===== config.mk =====
export PLATFORM = sky130hd
export DESIGN_NAME = window_3x3_linebuf
export DESIGN_NICKNAME = d
export VERILOG_FILES = /design/src/rtl/window_3x3_linebuf.sv
export SDC_FILE = /design/constraint.sdc
export NUM_CORES = 1
export LEC_CHECK = 0
export ABC_AREA = 0
export CAP_MARGIN = 20
export CELL_PAD_IN_SITES_DETAIL_PLACEMENT = 0
export CELL_PAD_IN_SITES_GLOBAL_PLACEMENT = 2
export CORE_MARGIN = 5
export CORE_UTILIZATION = 46
export DETAILED_ROUTE_END_ITERATION = 7
export HOLD_SLACK_MARGIN = 0.02
export PLACE_DENSITY = 0.75
export SLEW_MARGIN = 20
export SYNTH_ARGS = -nofsm -noshare
export SYNTH_HDL_FRONTEND = slang
export SYNTH_SLANG_ARGS = --single-unit
export TNS_END_PERCENT = 50

===== constraint.sdc =====
create_clock -name iClk -period 4.2 [get_ports iClk]
set_input_delay 1.05 -clock iClk [delete_from_list [all_inputs] [get_ports iClk]]
set_output_delay 1.05 -clock iClk [all_outputs]
set_load 0.01 [all_outputs]

===== src/rtl/window_3x3_linebuf.sv =====
// Streaming 3x3 window generator: two line buffers plus a 3x3 tap array,
// emitting one zero-padded neighbourhood per raster pixel.
// Optional build macro WIN_REPLICATE_EN: masked taps take the centre pixel
// value instead of zero.
module window_3x3_linebuf #(
   parameter int unsigned IMG_W = 64,
   parameter int unsigned IMG_H = 64,
   parameter int unsigned CW    = 6
) (
   input  logic          iClk,
   input  logic          iRst_n,
   input  logic          iValid,
   input  logic [7:0]    iPixel,
   output logic          oReady,
   output logic [7:0]    oP11,
   output logic [7:0]    oP12,
   output logic [7:0]    oP13,
   output logic [7:0]    oP21,
   output logic [7:0]    oP22,
   output logic [7:0]    oP23,
   output logic [7:0]    oP31,
   output logic [7:0]    oP32,
   output logic [7:0]    oP33,
   output logic [CW-1:0] oRow,
   output logic [CW-1:0] oCol,
   output logic          oValid,
   output logic          oDone
);

   localparam int unsigned AW = $clog2(IMG_W);

   typedef enum logic [1:0] {IDLE, FILL, RUN, FLUSH} state_t;

   state_t        state;
   logic [7:0]    lineA [IMG_W];   // sample from one line earlier
   logic [7:0]    lineB [IMG_W];   // sample from two lines earlier
   logic [7:0]    tapA [3];        // oldest stored window column
   logic [7:0]    tapB [3];        // middle stored window column
   logic [CW-1:0] inRow;
   logic [CW-1:0] inCol;
   logic [CW-1:0] cRow;
   logic [CW-1:0] cCol;

   logic          accept;
   logic          advance;
   logic          emit;
   logic          lastIn;
   logic          fillDone;
   logic          lastWin;
   logic [AW-1:0] lbAddr;
   logic [7:0]    sample;
   logic [7:0]    fillVal;
   logic [7:0]    newCol [3];
   logic [7:0]    win [3][3];
   logic          maskTop;
   logic          maskBot;
   logic          maskLeft;
   logic          maskRight;

   // Handshake decode, line-buffer read and masked window assembly
   always_comb begin
      accept    = iValid & oReady;
      advance   = accept | (state == FLUSH);
      emit      = advance & ((state == RUN) | (state == FLUSH));
      lbAddr    = inCol[AW-1:0];
      sample    = (state == FLUSH) ? 8'd0 : iPixel;
      lastIn    = (inRow == CW'(IMG_H - 1)) && (inCol == CW'(IMG_W - 1));
      fillDone  = (inRow == CW'(1)) && (inCol == CW'(0));
      lastWin   = (cRow == CW'(IMG_H - 1)) && (cCol == CW'(IMG_W - 1));
      maskTop   = (cRow == CW'(0));
      maskBot   = (cRow == CW'(IMG_H - 1));
      maskLeft  = (cCol == CW'(0));
      maskRight = (cCol == CW'(IMG_W - 1));
      newCol[0] = lineB[lbAddr];
      newCol[1] = lineA[lbAddr];
      newCol[2] = sample;
`ifdef WIN_REPLICATE_EN
      fillVal   = tapB[1];
`else
      fillVal   = 8'd0;
`endif
      for (int r = 0; r < 3; r++) begin
         win[r][0] = tapA[r];
         win[r][1] = tapB[r];
         win[r][2] = newCol[r];
      end
      for (int i = 0; i < 3; i++) begin
         if (maskTop)   win[0][i] = fillVal;
         if (maskBot)   win[2][i] = fillVal;
         if (maskLeft)  win[i][0] = fillVal;
         if (maskRight) win[i][2] = fillVal;
      end
   end

   // Line buffers: stale contents after reset are hidden by the masks
   always_ff @(posedge iClk) begin
      if (advance) begin
         lineA[lbAddr] <= sample;
         lineB[lbAddr] <= lineA[lbAddr];
      end
   end

   // Frame control, counters, tap shift and registered window outputs
   always_ff @(posedge iClk) begin
      if (!iRst_n) begin
         state  <= IDLE;
         inRow  <= '0;
         inCol  <= '0;
         cRow   <= '0;
         cCol   <= '0;
         oReady <= 1'b0;
         oValid <= 1'b0;
         oDone  <= 1'b0;
         oRow   <= '0;
         oCol   <= '0;
         oP11   <= 8'd0;
         oP12   <= 8'd0;
         oP13   <= 8'd0;
         oP21   <= 8'd0;
         oP22   <= 8'd0;
         oP23   <= 8'd0;
         oP31   <= 8'd0;
         oP32   <= 8'd0;
         oP33   <= 8'd0;
         for (int i = 0; i < 3; i++) begin
            tapA[i] <= 8'd0;
            tapB[i] <= 8'd0;
         end
      end else begin
         oValid <= 1'b0;
         oDone  <= 1'b0;
         oReady <= 1'b1;

         if (advance) begin
            for (int i = 0; i < 3; i++) begin
               tapA[i] <= tapB[i];
               tapB[i] <= newCol[i];
            end
            if (inCol == CW'(IMG_W - 1)) begin
               inCol <= '0;
               if (state != FLUSH) inRow <= inRow + CW'(1);
            end else begin
               inCol <= inCol + CW'(1);
            end
         end

         if (emit) begin
            oP11   <= win[0][0];
            oP12   <= win[0][1];
            oP13   <= win[0][2];
            oP21   <= win[1][0];
            oP22   <= win[1][1];
            oP23   <= win[1][2];
            oP31   <= win[2][0];
            oP32   <= win[2][1];
            oP33   <= win[2][2];
            oRow   <= cRow;
            oCol   <= cCol;
            oValid <= 1'b1;
            if (cCol == CW'(IMG_W - 1)) begin
               cCol <= '0;
               cRow <= cRow + CW'(1);
            end else begin
               cCol <= cCol + CW'(1);
            end
         end else if (oDone) begin
            oRow <= '0;
            oCol <= '0;
         end

         case (state)
            IDLE:  if (accept) state <= FILL;
            FILL:  if (accept && fillDone) state <= RUN;
            RUN: begin
               if (accept && lastIn) begin
                  state  <= FLUSH;
                  oReady <= 1'b0;
               end
            end
            FLUSH: begin
               if (lastWin) begin
                  state <= IDLE;
                  oDone <= 1'b1;
                  inRow <= '0;
                  inCol <= '0;
                  cRow  <= '0;
                  cCol  <= '0;
               end else begin
                  oReady <= 1'b0;
               end
            end
            default: state <= IDLE;
         endcase
      end
   end

endmodule

==> run_results.csv <==
group,metric,value,unit
outcome,status,"finished with violations",
outcome,violations,"negative setup slack",
drt,ant_nets,0,
finish,area_growth,17.8,%
clocking,post_cts_buffers,0,
drt,drc_errors,0,
setup_path,r2r_end,"tapB[0][7]$_SDFFCE_PN0P_",
power_and_ir_drop,leakagePower,17.6,nW
setup_path,rrSetupSlack,-0.01,ns
yosys,synth.most_common_cell,"edfxtp_1",
clocking,hold_buffers,0,
setup_path,cp_max_fo,23,
job,drv_cap,0,
clocking,clk_latency,0.74,ns
yosys,synth_cell_types,79,
finish,layoutNonFillerInstCount,4571,
clocking,cts-root-to-sink-buffers,3,
floorplanning,io_pins,98,
place,dp_cells,4341,
power_and_ir_drop,finalPower,28.0,mW
clocking,cts_buffers,120,
yosys,synth_top_area_share,69.5,%
clocking,cts-root-buf,"clkbuf_16",
finish,fin_nets,3188,
floorplanning,start_util,46.3,%
yosys,syn_area_per_cell,15.9,um^2
place,portBuffers,97,
grt,gr-usage-met1,37.9,%
grt,grt_max_degree,67,
yosys,synth_top_area_cell,"edfxtp_1",
setup_path,critPathKind,"reg2reg",
yosys,syn-num-nets,2926,
yosys,ys_top_cells_by_area,"edfxtp_1 (70%), dfxtp_1 (4.9%), a22oi_1 (3.1%)",
sta,clock_skew,0.0519,ns
sta,relSlewSlack,27.3,%
place,place_congestion,0.982,
sta,grt_setup_unrepaired,"false",
finish,drive_gt1_share,17.8,%
sta,max_freq,0.237,GHz
grt,grt-ovfl-total,0,
yosys,ys_seq_area_share,74.4,%
yosys,synthCells,2903,
sta,worst_slew_pin_slew,1.09,ns
drt,dr.pass1.iters,5,
setup_path,critPathCapture,"tapB[0][7]$_SDFFCE_PN0P_",
hold_path,hp-class,"reg2reg",
floorplanning,die_width,327,um
yosys,synth-edff-count,1072,
place,place_hpwl,98.0,mm
grt,grt_first_pass_wirelength,212,mm
clocking,cts.sinks,1185,
drt,vias,29132,
yosys,yosys_warnings,0,
yosys,synthFlopType,"edfxtp_1",
sta,hold_violations,0,
yosys,synth-async-reset-ratio,0,%
drt,drtIter0Drc,3899,
clocking,cts_tree,"done",
floorplanning,num_rows,116,
yosys,synthTopCellsByCount,"edfxtp_1 (1072), a22oi_1 (194), nor2_1 (131), dfxtp_1 (113), a21oi_1 (102)",
sta,finalCriticalPeriod,4.21,ns
setup_path,reg2reg_depth,7,
sta,setup_ws,-0.0113,ns
grt,grt_use_met2,43.3,%
grt,antenna_found_initial,5,
setup_path,endpoint_kind,"register",
floorplanning,dieArea,0.107,mm^2
clocking,clk_pin_slew,0.06,ns
power_and_ir_drop,vdd_drop_max,0.000383,V
grt,grtUsageMet3,5.65,%
setup_path,crit_start,"inCol[5]$_SDFF_PN0_",
drt,wl_per_cell,32.8,um
setup_path,cp.required,4.62,ns
setup_path,worst_ep_arrival_time,4.63,ns
drt,drt-total-wl,150,mm
power_and_ir_drop,p_per_area,514,mW/mm^2
sta,slew_violations,0,
floorplanning,die_y,327,um
grt,top_usage_layer,"met2",
yosys,ys_ff_latch,1185,
sta,period_share,100,%
grt,grt_util_all_layers,27.5,%
yosys,syn_area,0.0463,mm^2
sta,finalSetupViolCount,1,
floorplanning,core-area,0.100,mm^2
clocking,cts_resized,0,
grt,grt_pass1_vias,28016,
setup_path,startpoint_type,"register",
drt,viasPerCell,6.37,
setup_path,regToRegStartpoint,"inCol[5]$_SDFF_PN0_",
clocking,cts.htree.levels,3,
## cells by family after synthesis
group / Yosys count / synth area share [%]
and+or+nand+nor: 570 / 6.82
AOI/OAI and AO/OA: 717 / 11.4
xor gates and xnor gates: 16 / 0.303
muxes: 167 / 4.38
adders and majority gates: 12 / 0.324
DFF: 1185 / 74.4
buffers and inverters: 236 / 2.33
## critical path, stage by stage, from the launching register on
cell and delay (ns):
dfxtp_1 0.85, or3b_2 0.58, a21oi_1 0.31, a2111oi_0 0.95
o22ai_1 0.30, a2111oi_1 0.62, buf_4 0.25, nor2_1 0.04
## how the worst min path moves through the flow
stage,start,end,cells after the start,slack (ns)
3_5_place_dp,oP11[0]$_SDFFE_PN0N_,oP11[0]$_SDFFE_PN0N_,2,0.45
3_3_place_gp,oP13[7]$_SDFFE_PN0N_,oP13[7]$_SDFFE_PN0N_,2,0.44
6_report,oP31[5]$_SDFFE_PN0N_,oP31[5]$_SDFFE_PN0N_,2,0.46
2_1_floorplan,cCol[0]$_SDFF_PN0_,oCol[0]$_SDFFE_PN0P_,2,0.47
5_1_grt,oP11[0]$_SDFFE_PN0N_,oP11[0]$_SDFFE_PN0N_,2,0.48
4_1_cts,oP11[0]$_SDFFE_PN0N_,oP11[0]$_SDFFE_PN0N_,2,0.45
## area by class of cell
type	instances	area, um^2
Antenna cell	1	2.50
Tap cell	1298	1620
Clock buffer	155	3250
Inverter	19	71.3
Clock inverter	74	851
Sequential cell	1185	34500
Fill cell	7832	45500
Timing Repair Buffer	357	3360
Multi-Input combinational cell	1482	10900
## registers in the layout, indices dropped and copies added, names as in the netlist, 24 cells and up
| name | flops |
|---|---|
| lineA | 512 |
| lineB | 512 |
| tapA | 24 |
| tapB | 24 |
## where the power goes
group          switching, mW  internal [mW]  total [mW]
combinational           2.38           1.10        3.48
clock                   4.51           6.45        11.0
sequential             0.118           13.5        13.6
## layer usage
| metal | vias up | wire [um] |
|---|---|---|
| li1 | 12174 | - |
| met1 | 15006 | 57900 |
| met2 | 1664 | 69800 |
| met3 | 286 | 15400 |
| met4 | 2 | 6930 |
| met5 | - | 16 |
## per-stage QoR
step	area, um^2	hold WS [ns]	utilization (%)	setup WS (ns)	TNS [ns]
after CTS	54500	0.454	54.5	0.182	0
after global placement	50400	0.443	50.4	0.219	0
after global routing	54500	0.477	54.5	0.0848	0
after floorplan	46300	0.471	-	0.979	0
final	54500	0.456	54.5	-0.0113	-0.0113
after detailed placement	50400	0.445	50.4	0.181	0
## placed cells by master (no fill, tap or decap), types with 13 or more instances in the layout
cell,Yosys,layout
dfxtp_1,113,110
o211ai_1,14,14
a22oi_1,194,194
nor3_1,25,25
mux2i_1,100,100
clkinv_1,1,22
bufinv_16,0,16
nand2_1,100,98
or3_1,18,18
mux4_2,24,24
clkbuf_1,89,26
nor3b_1,20,17
nor2_1,131,129
mux2_2,43,43
a22o_1,61,61
clkdlybuf4s50_1,0,96
clkbuf_16,0,122
o221ai_1,17,17
nor2b_1,53,40
nand4_1,14,14
or3b_2,19,19
and2_1,41,40
a21boi_0,13,13
o22ai_1,45,45
o21ai_0,61,60
nand3b_1,34,34
clkinv_2,0,27
buf_12,0,35
a221oi_1,69,69
a221o_1,32,32
buf_4,13,225
edfxtp_1,1072,1072
and3b_1,14,14
and3_1,22,22
a21oi_1,102,102
nand3_1,32,32
Note: power is estimated with default switching activity, not from simulation.
